File: src/rtl/call_return_ctrl_if.sv
// Decode/stack/fetch signal bundle for call_return_ctrl.
// slave is the controller side; master is the surrounding pipeline.
interface call_return_ctrl_if #(
  parameter int WIDTH = 16,
  parameter int CNT_W = 9
);
  logic             call;
  logic             ret;
  logic [WIDTH-1:0] target;
  logic [WIDTH-1:0] pc_next;
  logic [WIDTH-1:0] stk_data;
  logic             stk_push;
  logic             stk_pop;
  logic [WIDTH-1:0] stk_out;
  logic             redirect;
  logic [WIDTH-1:0] redirect_pc;
  logic             busy;
  logic [CNT_W-1:0] depth;
  logic             overflow;
  logic             underflow;

  modport slave (
    input  call, ret, target, pc_next, stk_out,
    output stk_data, stk_push, stk_pop, redirect, redirect_pc,
           busy, depth, overflow, underflow
  );

  modport master (
    output call, ret, target, pc_next, stk_out,
    input  stk_data, stk_push, stk_pop, redirect, redirect_pc,
           busy, depth, overflow, underflow
  );
endinterface

File: src/rtl/call_return_ctrl.sv
// CALL/RET sequencer in front of a flagless return-address stack.
// Tracks stack depth, refuses overflow/underflow, and issues fetch redirects.
module call_return_ctrl #(
  parameter int WIDTH = 16,
  parameter int DEPTH = 256,
  parameter int CNT_W = 9
) (
  input  logic               clk,
  input  logic               reset,
  call_return_ctrl_if.slave  bus
);

  typedef enum logic [1:0] {IDLE, POP, WAIT} state_t;

  state_t           state_reg, state_next;
  logic [CNT_W-1:0] depth_reg, depth_next;
  logic [WIDTH-1:0] stk_data_reg, stk_data_next;
  logic             stk_push_reg, stk_push_next;
  logic             stk_pop_reg, stk_pop_next;
  logic             redirect_reg, redirect_next;
  logic [WIDTH-1:0] redirect_pc_reg, redirect_pc_next;
  logic             busy_reg, busy_next;
  logic             overflow_reg, overflow_next;
  logic             underflow_reg, underflow_next;

  always_ff @(posedge clk or negedge reset) begin
    if (!reset) begin
      state_reg       <= IDLE;
      depth_reg       <= '0;
      stk_data_reg    <= '0;
      stk_push_reg    <= 1'b0;
      stk_pop_reg     <= 1'b0;
      redirect_reg    <= 1'b0;
      redirect_pc_reg <= '0;
      busy_reg        <= 1'b0;
      overflow_reg    <= 1'b0;
      underflow_reg   <= 1'b0;
    end else begin
      state_reg       <= state_next;
      depth_reg       <= depth_next;
      stk_data_reg    <= stk_data_next;
      stk_push_reg    <= stk_push_next;
      stk_pop_reg     <= stk_pop_next;
      redirect_reg    <= redirect_next;
      redirect_pc_reg <= redirect_pc_next;
      busy_reg        <= busy_next;
      overflow_reg    <= overflow_next;
      underflow_reg   <= underflow_next;
    end
  end

  always_comb begin
    state_next       = state_reg;
    depth_next       = depth_reg;
    stk_data_next    = stk_data_reg;
    stk_push_next    = 1'b0;
    stk_pop_next     = 1'b0;
    redirect_next    = 1'b0;
    redirect_pc_next = redirect_pc_reg;
    busy_next        = busy_reg;
    overflow_next    = overflow_reg;
    underflow_next   = underflow_reg;

    unique case (state_reg)
      IDLE: begin
        // CALL has priority when decode illegally raises both.
        if (bus.call) begin
          if (depth_reg < CNT_W'(DEPTH)) begin
            stk_push_next    = 1'b1;
            stk_data_next    = bus.pc_next;
            redirect_next    = 1'b1;
            redirect_pc_next = bus.target;
            depth_next       = depth_reg + CNT_W'(1);
          end else begin
            overflow_next = 1'b1;
          end
        end else if (bus.ret) begin
          if (depth_reg != '0) begin
            stk_pop_next = 1'b1;
            busy_next    = 1'b1;
            depth_next   = depth_reg - CNT_W'(1);
            state_next   = POP;
          end else begin
            underflow_next = 1'b1;
          end
        end
      end
      // The stack presents the popped word at the edge leaving POP.
      POP: begin
        state_next = WAIT;
      end
      WAIT: begin
        redirect_next    = 1'b1;
        redirect_pc_next = bus.stk_out;
        busy_next        = 1'b0;
        state_next       = IDLE;
      end
      default: begin
        state_next = IDLE;
      end
    endcase
  end

  assign bus.stk_data    = stk_data_reg;
  assign bus.stk_push    = stk_push_reg;
  assign bus.stk_pop     = stk_pop_reg;
  assign bus.redirect    = redirect_reg;
  assign bus.redirect_pc = redirect_pc_reg;
  assign bus.busy        = busy_reg;
  assign bus.depth       = depth_reg;
  assign bus.overflow    = overflow_reg;
  assign bus.underflow   = underflow_reg;

endmodule

File: src/flat_wrapper.sv
// flat-port wrapper written by rule: the top's interface ports become plain ports
module call_return_ctrl_flat 
#(
  parameter int WIDTH = 16,
  parameter int DEPTH = 256,
  parameter int CNT_W = 9
)
  (clk, reset, bus_call, bus_ret, bus_target, bus_pc_next, bus_stk_out, bus_stk_data, bus_stk_push, bus_stk_pop, bus_redirect, bus_redirect_pc, bus_busy, bus_depth, bus_overflow, bus_underflow);
  call_return_ctrl_if #(.WIDTH(WIDTH), .CNT_W(CNT_W)) bus_i ();
  input  logic clk;
  input  logic reset;
  input wire logic [$bits(bus_i.call)-1:0] bus_call;
  input wire logic [$bits(bus_i.ret)-1:0] bus_ret;
  input wire logic [$bits(bus_i.target)-1:0] bus_target;
  input wire logic [$bits(bus_i.pc_next)-1:0] bus_pc_next;
  input wire logic [$bits(bus_i.stk_out)-1:0] bus_stk_out;
  output wire logic [$bits(bus_i.stk_data)-1:0] bus_stk_data;
  output wire logic [$bits(bus_i.stk_push)-1:0] bus_stk_push;
  output wire logic [$bits(bus_i.stk_pop)-1:0] bus_stk_pop;
  output wire logic [$bits(bus_i.redirect)-1:0] bus_redirect;
  output wire logic [$bits(bus_i.redirect_pc)-1:0] bus_redirect_pc;
  output wire logic [$bits(bus_i.busy)-1:0] bus_busy;
  output wire logic [$bits(bus_i.depth)-1:0] bus_depth;
  output wire logic [$bits(bus_i.overflow)-1:0] bus_overflow;
  output wire logic [$bits(bus_i.underflow)-1:0] bus_underflow;
  assign bus_i.call = bus_call;
  assign bus_i.ret = bus_ret;
  assign bus_i.target = bus_target;
  assign bus_i.pc_next = bus_pc_next;
  assign bus_i.stk_out = bus_stk_out;
  assign bus_stk_data = bus_i.stk_data;
  assign bus_stk_push = bus_i.stk_push;
  assign bus_stk_pop = bus_i.stk_pop;
  assign bus_redirect = bus_i.redirect;
  assign bus_redirect_pc = bus_i.redirect_pc;
  assign bus_busy = bus_i.busy;
  assign bus_depth = bus_i.depth;
  assign bus_overflow = bus_i.overflow;
  assign bus_underflow = bus_i.underflow;
  call_return_ctrl #(.WIDTH(WIDTH), .DEPTH(DEPTH), .CNT_W(CNT_W)) u_core (.clk(clk), .reset(reset), .bus(bus_i));
endmodule
File: config.mk
export PLATFORM = sky130hd
export DESIGN_NAME = call_return_ctrl_flat
export DESIGN_NICKNAME = d
export VERILOG_FILES = /design/src/rtl/call_return_ctrl_if.sv /design/src/rtl/call_return_ctrl.sv /design/src/flat_wrapper.sv
export SDC_FILE = /design/constraint.sdc
export NUM_CORES = 1
export LEC_CHECK = 0
export CAP_MARGIN = 30
export CORE_ASPECT_RATIO = 0.5
export CORE_MARGIN = 5
export CORE_UTILIZATION = 42
export DETAILED_ROUTE_END_ITERATION = 8
export GPL_TIMING_DRIVEN = 0
export PLACE_DENSITY = 0.78
export SLEW_MARGIN = 10
export SYNTH_ARGS = -nofsm -noshare
export SYNTH_HDL_FRONTEND = slang
export SYNTH_SLANG_ARGS = --single-unit
File: constraint.sdc
create_clock -name clk -period 2.55 [get_ports clk]
set_input_delay 0.51 -clock clk [delete_from_list [all_inputs] [get_ports clk]]
set_output_delay 0.51 -clock clk [all_outputs]
set_load 0.01 [all_outputs]
==> summary.md <==
| Metric | Value |
|---|---|
| Met1 usage | `0.181` |
| Die W | `115 µm` |
| Seq/Total Area, Yosys | `0.530` |
| Rows | `19` |
| Gr busiest metal | `met2` |
| Commonest non-fill, non-tap cells in the layout | `96 x clkdlybuf4s50_1, 49 x dfrtp_1, 27 x o21ai_0` |
| WP data required | `around 2.7 ns` |
| Vias in the first global route | `roughly 1900` |
| Pwr per Cell Area | `1070 nW/µm²` |
| Post-Synth Simple-Gate Area | `0.0877` |
| Synth Area in Compound Gates | `0.114` |
| Synth Area in Adders | `0.0574` |
| Post-Layout Cell Count | `382` |
| Hold_buf cts | `0` |
| Worst hold slack | `0.126 ns` |
| Post-synth cell types | `29` |
| Global-route wire length before repair | `9.17 mm` |
| # IOs | `99` |
| Placed cell area | `3400 µm²` |
| Commonest non-fill, non-tap cell in the layout | `clkdlybuf4s50_1` |
| Setup Skew | `about 0.013 ns` |
| Data arrival, critical path | `2.31 ns` |
| H-Tree Depth | `2` |
| Yosys Warn Count | `0` |
| Clock Path Buffers | `2` |
| Ant. Diodes | `0` |
| Starting density of the core | `0.428` |
| Ranking of synthesized cells by area | `dfrtp_1 53%, mux2_2 8.3%, mux2i_1 6.9%, o21ai_0 5.8%, ha_1 4.9%` |
| Final Cycle Share | `0.837` |
| Final Max Slew Viols | `0` |
| CP max stage delay | `about 0.45 ns` |
| Setup bufs post-CTS | `0` |
| Crit-path cells | `dlymetal6s2s_1 > inv_2 > fa_1 > a211oi_1 > o21ai_0 > a31oi_1 > xor2_1 > o21ai_0` |
| Die Ht | `62.5 µm` |
| Largest family of logic cells by synthesized area | `multiplexers` |
| Synth Cell Area | `about 2300 µm²` |
| Clk slew on worst S/H paths | `0.09 ns` |
| Most numerous cell on the critical path | `o21ai_0` |
| Critical path's slowest cell | `fa_1` |
| Clock buffer count from CTS | `5` |
| Flip-flop and latch count after synthesis | `49` |
| Syn Inst Count | `between 200 and 250` |
| Hold Crit Class | `input pin to asynchronous set/reset pin` |
| Antenna-violating nets left | `0` |
| Routed wire length | `5.62 mm` |
| Met3 usage in global routing | `0.0358` |
| Crit path time final | `2.13 ns` |
| Kind of critical path | `input pin to flop` |
| Initial detailed-routing violation count | `37` |
| Placed cell count | `374` |
| Final #Nets | `370` |
| DRC | `0` |
| Worst-skew pair later-pin latency | `0.31 ns` |
| Max cap viols | `0` |
| Headroom to the max-slew limit | `0.713` |
| CP endpoint kind | `flop` |
| RSZ-0062 raised after global routing | `no` |
| Post-DR wirelength/cell | `14.7 µm` |
| Grt total ovfl | `0` |
| Synth Area per Inst | `11.4 µm²` |
| Yosys top cell by area | `dfrtp_1` |
| Max frequency | `469 MHz` |
| Net Count, Synth | `264` |
| GPL Wtd Cong | `~0.9` |
| Vias | `1869` |
| Maximum VDD drop | `640 µV` |
| Leak | `0.00149 µW` |
| XOR/XNOR Fraction of Synth Area | `0.0303` |
| Post-DP HPWL | `4.50 mm` |
| Via density per instance | `4.89` |
| # setup viols final | `0` |
| Clk root buf | `clkbuf_8` |
| Status | `complete, no violations` |
| Share of layout cells above drive strength 1 | `0.113` |
| GRT Util Overall | `0.160` |
| Final WS setup | `between 0.4 and 0.5 ns` |
| Drt first pass iters | `4` |
| Core Footprint | `5400 µm²` |
| Final instance area | `3510 µm²` |
| CTS tree | `done` |
| Largest net degree at the start of global routing | `34` |
| CP max FO | `9` |
| Clock Sinks | `between 40 and 50` |
| # port buffers | `98` |
| Area growth from synthesis to layout | `51.9%` |
| Final hold vios | `0` |
| Synth top area share | `0.530` |
| CP Launch Type | `input pin` |
| Initial antenna violation count | `0` |
| Grt met2 use | `0.299` |
| Area of the die | `between 7000 and 8000 µm²` |
| Slew of the pin with the lowest slew margin | `0.431 ns` |
| Place WS | `-0.374 ns` |
| Post-synthesis mux area share | `0.152` |
[metal layers]
metal / share of wire / up-vias
met5: 0 / -
met2: 0.55 / 31
met1: 0.41 / 910
li1: - / 921
met4: 0.011 / 0
met3: 0.035 / 7
[where the power goes]
group | total (µW) | internal, µW | switching, µW | leakage [µW]
Combinational | 1860 | 1070 | 793 | 0.000839
Sequential | 1340 | 1110 | 224 | 0.000593
Clock | 556 | 295 | 261 | 0.0000554
[critical path: cells and delay by family]
kind / cells / cell delay (ns)
adders and majority gates: 1 / 0.45
buffers and inverters: 2 / 0.44
AOI/OAI and AO/OA: 4 / 0.74
xor gates and xnor gates: 1 / 0.16
[what timing repair did]
| item | 4_1_cts | 5_1_grt |
|---|---|---|
| pin swaps | 0 | 0 |
| hold endpoints to repair | 0 | 0 |
| resized for setup | 1 | 1 |
| endpoints found under the setup margin | 1 | 2 |
[layout make-up]
cell class	count	area, µm²
multi-input combinational	142	1020
fill	462	1880
tap	73	91.3
sequential	49	1230
clock inverter	2	38.8
timing repair buffer	99	998
buffer	9	58.8
clock buffer	6	72.6
inverter	2	7.51
[cells by family (layout without fill, tap and decap cells)]
kind of cell	after synthesis	after routing
compound gates	46	46
xor+xnor	8	8
fa+ha+maj	10	10
buf+inv	11	118
flops	49	49
mux	33	33
simple gates	45	45
[cells in the mapped netlist]
library cell,instances
buf_6,2
nor3_1,3
a31oi_1,1
nor2_1,6
ha_1,9
buf_4,2
and2_1,1
mux2_2,17
nor2b_1,4
nand2b_1,1
dfrtp_1,49
buf_2,2
inv_1,2
a21o_1,5
clkbuf_1,3
nand3_1,3
xor2_1,6
mux2i_1,16
nor4_1,2
o21ai_0,27
o21bai_1,3
or2_2,1
nand2_1,23
a21oi_1,6
a211oi_1,3
xnor2_1,2
o21ai_2,1
fa_1,1
nor3b_1,1
[stage by stage]
stage / TNS, ns / power, µW / util
after floorplan: 0 / 2260 / -
after global placement: -18.82 / 3170 / 0.627
after detailed placement: -1.12 / 3240 / 0.630
after CTS: 0 / 3810 / 0.651
after global routing: 0 / 4020 / 0.651
final: 0 / 3760 / 0.651
[path summary, 6_finish.rpt]
path / start / to / slack (ns) / cells past startpoint
worst min register to register: u_core.bus.overflow / u_core.bus.overflow / 0.47 / 1
worst min-delay path: reset / u_core.bus.depth[0] / 0.13 / 1
min in group clk: u_core.bus.overflow / u_core.bus.overflow / 0.47 / 1
max in group asynchronous: reset / u_core.bus.redirect_pc[10] / 1.92 / 2
worst max-delay path: bus_call / u_core.bus.depth[8] / 0.42 / 8
worst max register to register: u_core.bus.depth[0] / u_core.bus.depth[8] / 0.54 / 6
Power figures use the tool's default switching activity.
